===== config.mk =====
export PLATFORM = sky130hd
export DESIGN_NAME = vme_dword_master
export DESIGN_NICKNAME = d
export VERILOG_FILES = /design/src/rtl/vme_dword_master.sv
export SDC_FILE = /design/constraint.sdc
export NUM_CORES = 1
export LEC_CHECK = 0
export CAP_MARGIN = 25
export CORE_UTILIZATION = 40
export DETAILED_ROUTE_END_ITERATION = 8
export PLACE_DENSITY = 0.68
export SLEW_MARGIN = 20
export SYNTH_ARGS = -nofsm -noshare
export SYNTH_HDL_FRONTEND = slang
export SYNTH_SLANG_ARGS = --single-unit

===== constraint.sdc =====
create_clock -name Clk -period 3 [get_ports Clk]
set_input_delay 0.6 -clock Clk [delete_from_list [all_inputs] [get_ports Clk]]
set_output_delay 0.6 -clock Clk [all_outputs]
set_load 0.01 [all_outputs]

===== src/rtl/vme_dword_master.sv =====
// Splits one 64-bit request into two 32-bit slave accesses, high word first; 4+ cycles accept-to-response.
// Backpressure: req_ready only in IDLE, one transaction in flight; per-word timeout bounds slave stalls.
module vme_dword_master #(
  parameter int AW      = 3,
  parameter int TIMEOUT = 16
) (
  input  logic          Clk,
  input  logic          Rst,
  input  logic          req_valid,
  output logic          req_ready,
  input  logic          req_write,
  input  logic [AW-1:2] req_addr,
  input  logic [63:0]   req_wdata,
  output logic          rsp_valid,
  output logic [63:0]   rsp_rdata,
  output logic          rsp_err,
  output logic [AW-1:2] VMEAddr,
  output logic [31:0]   VMEWrData,
  input  logic [31:0]   VMERdData,
  output logic          VMERdMem,
  output logic          VMEWrMem,
  input  logic          VMERdDone,
  input  logic          VMEWrDone
);

  typedef enum logic [2:0] {
    IDLE    = 3'd0,
    HI_STRB = 3'd1,
    HI_WAIT = 3'd2,
    LO_STRB = 3'd3,
    LO_WAIT = 3'd4,
    RESP    = 3'd5
  } state_t;

  state_t          state, state_nxt;
  logic            wr_q;
  logic [AW-1:2]   addr_q;
  logic [63:0]     wdata_q;
  logic [63:0]     rdata_q;
  logic [7:0]      cnt_q;

  logic            accept;
  logic            done;
  logic            timeout;
  logic            in_hi, in_lo, in_wait;

  // Next-cycle values for the registered outputs and datapath
  logic            wr_src;
  logic [AW-1:2]   addr_src;
  logic [63:0]     wdata_src;
  logic [AW-1:2]   addr_d;
  logic [31:0]     wrdata_d;
  logic            rd_mem_d, wr_mem_d;
  logic            rsp_valid_d, rsp_err_d;
  logic [63:0]     rsp_rdata_d;
  logic [63:0]     rdata_nxt;
  logic [7:0]      cnt_d;

  assign req_ready = (state == IDLE) & ~Rst;
  assign accept    = req_valid & req_ready;
  // Only the acknowledge matching the latched direction is ever honoured
  assign done      = wr_q ? VMEWrDone : VMERdDone;
  assign timeout   = (cnt_q == 8'(TIMEOUT - 1));
  assign in_hi     = (state == HI_STRB) | (state == HI_WAIT);
  assign in_lo     = (state == LO_STRB) | (state == LO_WAIT);
  assign in_wait   = (state == HI_WAIT) | (state == LO_WAIT);

  always_ff @(posedge Clk) begin
    if (Rst) begin
      state     <= IDLE;
      wr_q      <= 1'b0;
      addr_q    <= '0;
      wdata_q   <= '0;
      rdata_q   <= '0;
      cnt_q     <= '0;
      VMEAddr   <= '0;
      VMEWrData <= '0;
      VMERdMem  <= 1'b0;
      VMEWrMem  <= 1'b0;
      rsp_valid <= 1'b0;
      rsp_err   <= 1'b0;
      rsp_rdata <= '0;
    end else begin
      state     <= state_nxt;
      if (accept) begin
        wr_q    <= req_write;
        addr_q  <= req_addr;
        wdata_q <= req_wdata;
      end
      rdata_q   <= rdata_nxt;
      cnt_q     <= cnt_d;
      VMEAddr   <= addr_d;
      VMEWrData <= wrdata_d;
      VMERdMem  <= rd_mem_d;
      VMEWrMem  <= wr_mem_d;
      rsp_valid <= rsp_valid_d;
      rsp_err   <= rsp_err_d;
      rsp_rdata <= rsp_rdata_d;
    end
  end

  always_comb begin
    state_nxt = state;
    case (state)
      IDLE:    if (accept) state_nxt = HI_STRB;
      HI_STRB: state_nxt = done ? LO_STRB : HI_WAIT;
      HI_WAIT: begin
        if (done)         state_nxt = LO_STRB;
        else if (timeout) state_nxt = RESP;
      end
      LO_STRB: state_nxt = done ? RESP : LO_WAIT;
      LO_WAIT: begin
        if (done || timeout) state_nxt = RESP;
      end
      RESP:    state_nxt = IDLE;
      default: state_nxt = IDLE;
    endcase
  end

  // Outputs are registered, so they are decoded from the next state; in the
  // accept cycle the request fields bypass the not-yet-loaded latches.
  always_comb begin
    wr_src    = (state == IDLE) ? req_write : wr_q;
    addr_src  = (state == IDLE) ? req_addr  : addr_q;
    wdata_src = (state == IDLE) ? req_wdata : wdata_q;

    rdata_nxt = rdata_q;
    if (accept) begin
      rdata_nxt = '0;
    end else if (done && !wr_q) begin
      if (in_hi) rdata_nxt[63:32] = VMERdData;
      if (in_lo) rdata_nxt[31:0]  = VMERdData;
    end

    addr_d   = VMEAddr;
    wrdata_d = VMEWrData;
    if (state_nxt == HI_STRB) begin
      addr_d    = addr_src;
      addr_d[2] = 1'b0;
      wrdata_d  = wdata_src[63:32];
    end else if (state_nxt == LO_STRB) begin
      addr_d    = addr_src;
      addr_d[2] = 1'b1;
      wrdata_d  = wdata_src[31:0];
    end

    rd_mem_d = ((state_nxt == HI_STRB) || (state_nxt == LO_STRB)) && !wr_src;
    wr_mem_d = ((state_nxt == HI_STRB) || (state_nxt == LO_STRB)) &&  wr_src;

    cnt_d = '0;
    if (in_wait) cnt_d = cnt_q + 8'd1;

    rsp_valid_d = (state_nxt == RESP);
    rsp_err_d   = in_wait && !done && timeout;
    rsp_rdata_d = (state_nxt == RESP) ? rdata_nxt : 64'd0;
  end

endmodule


==> results_dict.tcl <==
set metrics [dict create \
    antenna_found_initial 0 \
    final_hold_viol_count 0 \
    postCtsSetupBuffers 0 \
    min_from "cnt_q[0]" \
    finalMaxSlewViolations 0 \
    synth.avg_cell_area_um2 9.33 \
    clockBufferDepth 3 \
    multi_input_area_um2 3280 \
    finalSetupTns_ns 0 \
    ir_drop_v 0.000617 \
    core.rowCount 50 \
    run_status "finished clean" \
    max_freq_ghz 0.354 \
    syn_area_um2 7810 \
    n_fill_cell 1691 \
    met2_length_um 9910 \
    die_x_um 142 \
    cp-start-kind "register" \
    cts_sinks 209 \
    cts_resized 0 \
    cts_made_buffers 23 \
    syn_inst 838 \
    synth_fa_ha_area_share_pct 0.160 \
    drive_gt1_share_pct 8.24 \
    final-seq-area_um2 4190 \
    drc_errors 0 \
    synth-xor-area-share_pct 0.897 \
    area_growth_pct 38.3 \
    min_path_type "reg2reg" \
    hold_path_depth 1 \
    die_h_um 142 \
    path_clk_slew_ns 0.06 \
    rr_startpoint "state[0]" \
    ys_types 40 \
    stdcell_area_um2 10800 \
    pwr_density_cell_nw_per_um2 641 \
    wl_um 20900 \
    slew_headroom_pct 55.1 \
    cap_violations 0 \
    endpoint_kind "output port" \
    dpl_cell_area_um2 10000 \
    first_global_vias 6461 \
    cp_max_fo 21 \
    cp_data_arrival_time_ns 2.23 \
    fin_nets 1108 \
    viasPerCell 5.27 \
    syn_nets 942 \
    post-place-cells 1239 \
    ioPinCount 205 \
    ys_warn_count 0 \
    start_util_pct 41.2 \
    dp_hpwl_um 12700 \
    hold_buffers 0 \
    worstSetupStartpoint "state[1]" \
    synth_top_family_by_area "simple AND/OR/NAND/NOR gates" \
    instances_no_fill 1280 \
    first_iter_violations 347 \
    grt_pass1_wl_um 32900 \
    fin_skew_ns 0.00808 \
    synth_compound_area_share_pct 16.8 \
    setup_viol 0 \
    core-area_um2 19000 \
    top_layer "met4" \
    required_ns 2.40 \
    numPortBuffers 203 \
    worst_slack_ns 0.172 \
    grt_max_degree 100 \
    p_leak_nw 3.67 \
    rsz0062_at_grt "no" \
    cts_tree "done" \
    worstMarginPinSlew_ns 0.674 \
    firstDrtPassIters 5 \
    vias 6747 \
    route.met3.wl_um 1450 \
    r2r_setup_slack_ns 0.73 \
    met1_length_um 9170 \
    worst_skew_pair.late_latency_ns 0.50 \
    synthSimpleGateAreaFrac_pct 19.2 \
    crit_type "reg2out" \
    diodes 0 \
    wl_per_cell_um 16.3 \
    reg2regPathDepth 6 \
    cts_max_level 1 \
    place_ws_ns 0.395 \
    antenna_left 0 \
    ys_ff_latch 209 \
    die_area_um2 20100 \
    fin_crit_sh_pct 94.3 \
    ys_seq_area_share_pct 53.5 \
    gp_congestion 0.712 \
    period_minus_slack_ns 2.83 \
    layout_commonest_cell "dfxtp_1" \
    synth.mux.area_fraction_pct 4.35 \
    grt_overflow_total 0 \
    clock-root-buffer "clkbuf_16" \
    layout_common_cells "206 x dfxtp_1, 202 x clkdlybuf4s50_1, 77 x nor2_1" \
    grt_usage_pct 20.3 \
    fin_util_pct 57.0 \
]
==> cell usage after synthesis <==
cell | number | area [µm²]
nor2_1 | 77 | 289
nor4_1 | 23 | 144
nor4_2 | 10 | 125
o32a_1 | 1 | 10.0
clkinv_1 | 1 | 3.75
a21oi_1 | 35 | 175
nand4bb_1 | 1 | 11.3
a21boi_0 | 1 | 7.51
inv_1 | 4 | 15.0
mux2i_1 | 34 | 340
and3b_1 | 1 | 8.76
nor2_4 | 1 | 11.3
ha_1 | 1 | 12.5
xnor2_1 | 6 | 52.6
nand2_1 | 70 | 263
o22ai_1 | 64 | 400
nor3_2 | 1 | 10.0
o21ai_0 | 34 | 170
a22oi_1 | 32 | 240
a31oi_2 | 1 | 12.5
or4_4 | 1 | 11.3
xor2_1 | 2 | 17.5
a22o_1 | 32 | 280
o22a_1 | 1 | 8.76
buf_6 | 3 | 33.8
or4b_2 | 1 | 10.0
buf_2 | 30 | 150
nand3b_1 | 1 | 7.51
nor3_1 | 69 | 345
or2_2 | 1 | 6.26
nand3_1 | 3 | 15.0
buf_1 | 2 | 7.51
a21bo_2 | 1 | 10.0
dfxtp_1 | 209 | 4180
nand2b_1 | 35 | 219
clkbuf_1 | 42 | 158
nor3b_1 | 1 | 7.51
or3_1 | 2 | 12.5
and3_1 | 1 | 6.26
buf_4 | 3 | 22.5
==> metal layers <==
metal / global-route usage (%) / vias up
met1: 25.8 / 3198
li1: - / 3333
met5: 0 / -
met2: 34.2 / 192
met4: 5.43 / 0
met3: 4.86 / 24
==> cells by family (layout without fill, tap and decap cells) <==
| family | Yosys count | in the layout |
|---|---|---|
| adder cells (fa/ha/maj) | 1 | 1 |
| XOR/XNOR | 8 | 8 |
| AO/OA/AOI/OAI | 202 | 202 |
| multiplexers | 34 | 34 |
| buffers and inverters | 85 | 267 |
| AND/OR/NAND/NOR | 299 | 299 |
| flip-flops | 209 | 209 |
==> power breakdown <==
group / internal (W) / total (W) / leakage [nW] / switching (W)
Clock: 0.00182 / 0.00294 / 0.393 / 0.00112
Combinational: 0.000461 / 0.00100 / 1.58 / 0.000543
Sequential: 0.00291 / 0.00299 / 1.70 / 0.0000833
Total: 0.00518 / 0.00693 / 3.67 / 0.00175
==> critical path: stages, from the launching register on <==
cell,delay (ns)
dfxtp_2,0.46
or4_4,0.63
inv_1,0.07
clkdlybuf4s50_1,0.57
==> final timing paths <==
path | end
setup reg to reg | rsp_rdata[58]
setup / recovery | req_ready
hold / removal | cnt_q[0]
hold reg to reg | cnt_q[0]
==> through the flow <==
step	hold WS, ns	total power, W
4_1_cts	0.449	0.00702
6_report	0.444	0.00693
3_5_place_dp	0.435	0.00406
3_3_place_gp	0.429	0.00404
2_1_floorplan	0.418	0.00366
5_1_grt	0.470	0.00722
==> flip-flops by register name (all words and copies together), names as in the netlist <==
name	flops
wdata_q	32
rsp_rdata	64
VMEWrMem	1
VMEWrData	32
rsp_valid	1
rdata_q	64
cnt_q	8
wr_q	1
VMEAddr	1
rsp_err	1
state	3
VMERdMem	1
==> layout make-up <==
| type | count | share of cell area, % |
|---|---|---|
| inverters | 5 | 0.174 |
| flip-flops and latches | 209 | 38.7 |
| well taps | 260 | 3.01 |
| clock buffers | 26 | 5.71 |
| repair buffers | 221 | 20.3 |
| clock inverters | 15 | 1.69 |
| multi-input cells | 544 | 30.3 |
Note: power is estimated with default switching activity, not from simulation.
